==> src/rtl/fns_rx_seq_decoder_pkg.sv <==
// Shared definitions for the FNS receiver decoder: default sizes for the 4_5
// configuration, FSM state encoding and the forbidden-transition rule.
package fns_pkg;

  localparam int FNS_N_TSV  = 9;
  localparam int FNS_DATA_W = 7;
  localparam int FNS_W_W    = 7;

  typedef enum logic [1:0] {
    IDLE  = 2'd0,
    ACCUM = 2'd1,
    DONE  = 2'd2
  } fsm_t;

  // An odd line driven high next to an even line driven low is forbidden,
  // unless either line of the pair is disabled.
  function automatic logic ftf_check(input logic [FNS_N_TSV-1:0] tsv,
                                     input logic [FNS_N_TSV-1:0] en);
    logic [FNS_N_TSV:0] t_p;
    logic [FNS_N_TSV:0] e_p;
    logic               hit;
    t_p = {1'b0, tsv};
    e_p = {1'b0, en};
    hit = 1'b0;
    for (int k = 1; k < FNS_N_TSV; k += 2) begin
      hit |= t_p[k] & e_p[k] &
             ((e_p[k-1] & ~t_p[k-1]) | (e_p[k+1] & ~t_p[k+1]));
    end
    return hit;
  endfunction

endpackage

==> src/rtl/fns_rx_seq_decoder_ftf_checker.sv <==
// Combinational forbidden-transition check over one TSV word.
module fns_ftf_checker
  import fns_pkg::*;
#(
  parameter int N_TSV = FNS_N_TSV
) (
  input  logic [N_TSV-1:0] tsv,
  input  logic [N_TSV-1:0] en_flag,
  output logic             ftf
);

  // Padding one line above the top keeps the odd-index scan uniform; the pad
  // is disabled so it can never complete a forbidden pair.
  logic [N_TSV:0] t_p;
  logic [N_TSV:0] e_p;

  always_comb begin
    t_p = {1'b0, tsv};
    e_p = {1'b0, en_flag};
    ftf = 1'b0;
    for (int k = 1; k < N_TSV; k += 2) begin
      ftf |= t_p[k] & e_p[k] &
             ((e_p[k-1] & ~t_p[k-1]) | (e_p[k+1] & ~t_p[k+1]));
    end
  end

endmodule

==> src/rtl/fns_rx_seq_decoder.sv <==
// FNS receiver decoder: captures one TSV word, rebuilds the payload by serial
// weighted accumulation (top TSV first) and reports FTF and overflow errors.
module fns_rx_seq_decoder
  import fns_pkg::*;
#(
  parameter int N_TSV  = FNS_N_TSV,
  parameter int DATA_W = FNS_DATA_W,
  parameter int W_W    = FNS_W_W
) (
  input  logic                   clock,
  input  logic                   reset,
  input  logic                   in_valid,
  output logic                   in_ready,
  input  logic [N_TSV-1:0]       tsv,
  input  logic [N_TSV-1:0]       en_flag,
  input  logic [N_TSV*W_W-1:0]   fns_w,
  output logic                   out_valid,
  input  logic                   out_ready,
  output logic [DATA_W-1:0]      dataout,
  output logic                   ftf_err,
  output logic                   ovf_err
);

  localparam int IDX_W = (N_TSV > 1) ? $clog2(N_TSV) : 1;

  fsm_t                  state;
  logic [N_TSV-1:0]      tsv_q;
  logic [N_TSV-1:0]      en_q;
  logic [N_TSV*W_W-1:0]  w_q;
  logic [IDX_W-1:0]      idx;
  logic [DATA_W:0]       acc;
  logic                  ovf_q;
  logic                  ftf_q;
  logic                  ftf_now;

  logic [W_W-1:0]        w_cur;
  logic                  add_en;
  logic [DATA_W:0]       acc_next;

  fns_ftf_checker #(.N_TSV(N_TSV)) u_ftf (
    .tsv     (tsv),
    .en_flag (en_flag),
    .ftf     (ftf_now)
  );

  always_comb begin
    w_cur    = w_q[idx*W_W +: W_W];
    add_en   = en_q[idx] & tsv_q[idx];
    acc_next = add_en ? acc + (DATA_W+1)'(w_cur) : acc;
  end

  // Overflow is sticky because the accumulator top bit can wrap back to 0 on
  // later additions.
  always_ff @(posedge clock) begin
    if (reset) begin
      state     <= IDLE;
      in_ready  <= 1'b1;
      out_valid <= 1'b0;
      dataout   <= '0;
      ftf_err   <= 1'b0;
      ovf_err   <= 1'b0;
      tsv_q     <= '0;
      en_q      <= '0;
      w_q       <= '0;
      idx       <= '0;
      acc       <= '0;
      ovf_q     <= 1'b0;
      ftf_q     <= 1'b0;
    end else begin
      case (state)
        IDLE: begin
          if (in_valid) begin
            tsv_q    <= tsv;
            en_q     <= en_flag;
            w_q      <= fns_w;
            ftf_q    <= ftf_now;
            acc      <= '0;
            ovf_q    <= 1'b0;
            idx      <= IDX_W'(N_TSV - 1);
            in_ready <= 1'b0;
            state    <= ACCUM;
          end
        end
        ACCUM: begin
          acc   <= acc_next;
          ovf_q <= ovf_q | acc_next[DATA_W];
          if (idx == '0) begin
            dataout   <= acc_next[DATA_W-1:0];
            ovf_err   <= ovf_q | acc_next[DATA_W];
            ftf_err   <= ftf_q;
            out_valid <= 1'b1;
            state     <= DONE;
          end else begin
            idx <= idx - 1'b1;
          end
        end
        DONE: begin
          if (out_ready) begin
            out_valid <= 1'b0;
            in_ready  <= 1'b1;
            state     <= IDLE;
          end
        end
        default: begin
          state     <= IDLE;
          in_ready  <= 1'b1;
          out_valid <= 1'b0;
        end
      endcase
    end
  end

endmodule

==> config.mk <==
export PLATFORM = sky130hd
export DESIGN_NAME = fns_rx_seq_decoder
export DESIGN_NICKNAME = d
export VERILOG_FILES = /design/src/rtl/fns_rx_seq_decoder_pkg.sv /design/src/rtl/fns_rx_seq_decoder_ftf_checker.sv /design/src/rtl/fns_rx_seq_decoder.sv
export SDC_FILE = /design/constraint.sdc
export NUM_CORES = 1
export LEC_CHECK = 0
export ABC_AREA = 0
export CAP_MARGIN = 5
export CORE_MARGIN = 4
export CORE_UTILIZATION = 55
export CTS_CLUSTER_DIAMETER = 200
export DETAILED_ROUTE_END_ITERATION = 12
export GPL_ROUTABILITY_DRIVEN = 0
export PLACE_DENSITY = 0.9
export SLEW_MARGIN = 20
export SYNTH_ARGS = -nofsm -noshare
export SYNTH_HDL_FRONTEND = slang
export SYNTH_SLANG_ARGS = --single-unit
==> constraint.sdc <==
create_clock -name clock -period 7.53 [get_ports clock]
set_input_delay 1.8825 -clock clock [delete_from_list [all_inputs] [get_ports clock]]
set_output_delay 1.8825 -clock clock [all_outputs]
set_load 0.05 [all_outputs]
==> flow_metrics.tcl <==
set metrics [dict create \
    status "completed" \
    vdd_drop_max_mv 0.1171 \
    cts_hold_buf 0 \
    power.leakage_nw 2.193 \
    clkPwrFrac 0.255 \
    tritoncts "built" \
    holdWs_ps 460.2 \
    drive_gt1_frac 0.07002 \
    port_buffers 95 \
    synth-seq-cells 108 \
    fin_tns_setup_ps 0 \
    setup_viol 0 \
    antenna_cells 0 \
    rsz0062_at_grt "false" \
    numClockSinks 108 \
    grt_pass1_wl_um 19530 \
    netlist_area_sq_um 4803 \
    crit_chain "clkdlybuf4s50_1 > and2_2 > buf_4 > nor2_1 > a31oi_2 > nor2_1 > a22o_1" \
    cts_resized 0 \
    row_count 33 \
    reg2reg_slack_ps 3860 \
    hpwl_um 8620 \
    post_drt_wl_per_cell_um 15.89 \
    grt_max_degree 110 \
    fin_skew_ps 13.69 \
    startpoint_type "primary input" \
    placed_area_sq_um 5752 \
    synth_edf_count 0 \
    power-per-cell-area_nw_per_um2 225.4 \
    arrival_ps 4130 \
    die_y_um 101.5 \
    grt_util_all_layers 0.2380 \
    timing.fmax_ghz 0.2581 \
    nets 746 \
    worst_pin_slew_ps 1100 \
    gr-total-overflow 0 \
    critical_path.slowest_cell "buf_4" \
    min-delay-start "w_q[15]" \
    async_reset_ff_frac 0 \
    start_util 0.5759 \
    timing.critical_path.buf_inv 2 \
    dieWidth_um 101.5 \
    flow.area_growth_from_synthesis_pct 23.78 \
    drv_cap 0 \
    required_ps 7780 \
    internal_power_mw 0.9119 \
    total_power_mw 1.340 \
    p_seq_frac 0.497 \
    dr.pass1.iters 6 \
    switching_share 0.3197 \
    period_needed_ps 3874 \
    cpMostUsedCell "nor2_1" \
    path_clk_slew_ps 90 \
    cpPeakStageDelay_ps 620 \
    slew_viol_final 0 \
    ys.flop_type "dfxtp_1" \
    core_sq_um 8341 \
    end_kind "flip-flop" \
    wl_um 12110 \
    synth_cell_types 41 \
    vias_per_cell 5.684 \
    final_area_sq_um 5946 \
    relSlewSlack 0.2656 \
    postCtsSetupBuffers 0 \
    seq_area_frac_synth 0.4501 \
    syn_inst 582 \
    cts_buffers 9 \
    htree_levels 3 \
    io_pins 96 \
    grt_pass1_vias 4270 \
    finalCritPeriodShare 0.5145 \
    hold_viol 0 \
    path_max_fanout 87 \
    r2r_cells 11 \
    mostFrequentLayoutCells "188 x nand2_1, 108 x dfxtp_1, 96 x a21oi_1, 94 x clkdlybuf4s50_1, 25 x nor2_1" \
    ant_nets 0 \
    drtIter0Drc 398 \
    critPathKind "in -> reg" \
    layout_commonest_cell "nand2_1" \
    reg2reg_to "dataout[6]" \
    final_core_util 0.7129 \
    clkLatencyLatePin_ps 370 \
    r2r_start "idx[2]" \
    grt_antenna_before_repair 0 \
    cts_buffer_depth 2 \
    yosysWarnings 0 \
    hold_depth 2 \
    drcViolationCount 0 \
    hold_path_class "reg -> reg" \
    critPathTopFamily "buffers and inverters" \
    syn_nets 676 \
    combPwrFrac 0.249 \
    netSwitchingPower_mw 0.4285 \
    vias 4331 \
    holdPathEnd "w_q[15]" \
    root_buffer "clkbuf_8" \
    postSynthAreaPerCell_sq_um 8.253 \
    die_area_sq_um 10290 \
]
## state kept, by name (all words and copies together), names as in the netlist
signal,flops
dataout,7
acc,8
ftf_q,1
w_q,63
ovf_q,1
in_ready,1
out_valid,1
tsv_q,9
state,2
idx,4
ftf_err,1
ovf_err,1
en_q,9
## power by group through the flow
| stage | registers [mW] | logic (mW) | clock network, mW |
|---|---|---|---|
| global placement | 0.674 | 0.317 | 0 |
| floorplan | 0.681 | 0.214 | 0 |
| finish | 0.666 | 0.333 | 0.341 |
| CTS | 0.665 | 0.332 | 0.343 |
| detailed placement | 0.678 | 0.330 | 0 |
| global route | 0.672 | 0.364 | 0.366 |
## through the flow
stage / setup WS [ps] / instances
global route: 3537 / 762
CTS: 3668 / 762
finish: 3656 / 762
floorplan: 4483 / 582
global placement: 3443 / 746
detailed placement: 3297 / 746
## worst reg2reg max path: stages, from the launching register on
cell and delay, ps:
dfxtp_1 1060, mux4_2 440, mux2i_1 130, o21ai_0 110, ha_1 240, fa_1 430, a211oi_1 270, o21ai_0 150
a21oi_1 220, xnor2_1 180, mux2i_1 120, a211oi_1 220
## logic make-up after synthesis
logic type | count (synthesis) | share of synthesized area
DFF | 108 | 0.4501
and+or+nand+nor | 243 | 0.2081
AOI/OAI and AO/OA | 136 | 0.1594
muxes | 29 | 0.1021
xor gates and xnor gates | 8 | 0.01459
buffers and inverters | 49 | 0.04063
adders and majority gates | 9 | 0.02501
## layout make-up
class                   instances  area, sq um
flip-flops and latches        108         2162
multi-input cells             425         2450
clock buffers                  11        151.4
repair buffers                 98        970.9
inverters                      10        37.54
well taps                     105        131.4
clock inverters                 5        42.54
fillers                       609         2395
## layer usage
| layer | track usage | routed length [um] | up-vias | share of wire |
|---|---|---|---|---|
| met5 | 0 | 0 | - | 0 |
| met4 | 0.09100 | 299 | 0 | 0.025 |
| met3 | 0.03857 | 806 | 39 | 0.067 |
| met2 | 0.4110 | 6096 | 186 | 0.50 |
| met1 | 0.2987 | 4909 | 2005 | 0.41 |
| li1 | - | - | 2101 | - |
## cell usage after synthesis, types with 2 or more instances
library cell | n | area share
nor3b_1 | 2 | 0.0031
o21ai_0 | 15 | 0.016
a31oi_1 | 3 | 0.0039
nand3_1 | 4 | 0.0042
buf_2 | 3 | 0.0031
xor2_1 | 2 | 0.0036
a21oi_1 | 96 | 0.10
o2bb2ai_1 | 2 | 0.0036
buf_1 | 8 | 0.0063
mux4_2 | 16 | 0.075
nor3_1 | 4 | 0.0042
nand2_1 | 189 | 0.15
mux2i_1 | 13 | 0.027
nor2b_1 | 3 | 0.0039
inv_1 | 9 | 0.0070
a211oi_1 | 6 | 0.0094
clkbuf_1 | 27 | 0.021
ha_1 | 8 | 0.021
a2bb2oi_1 | 4 | 0.0073
nand2b_1 | 6 | 0.0078
a22o_1 | 3 | 0.0055
and2_1 | 3 | 0.0039
and4_1 | 2 | 0.0036
dfxtp_1 | 108 | 0.45
nor2_1 | 25 | 0.020
xnor2_1 | 6 | 0.011
## worst max path at each step
stage | to | cells past startpoint | from | slack [ps]
after global routing | acc[5] | 7 | in_valid | 3540
final | acc[5] | 7 | in_valid | 3660
after floorplan | dataout[6] | 13 | idx[2] | 4480
after CTS | idx[3] | 7 | in_valid | 3670
after detailed placement | acc[5] | 7 | in_valid | 3300
after global placement | acc[5] | 7 | in_valid | 3440
Note: power is estimated with default switching activity, not from simulation.
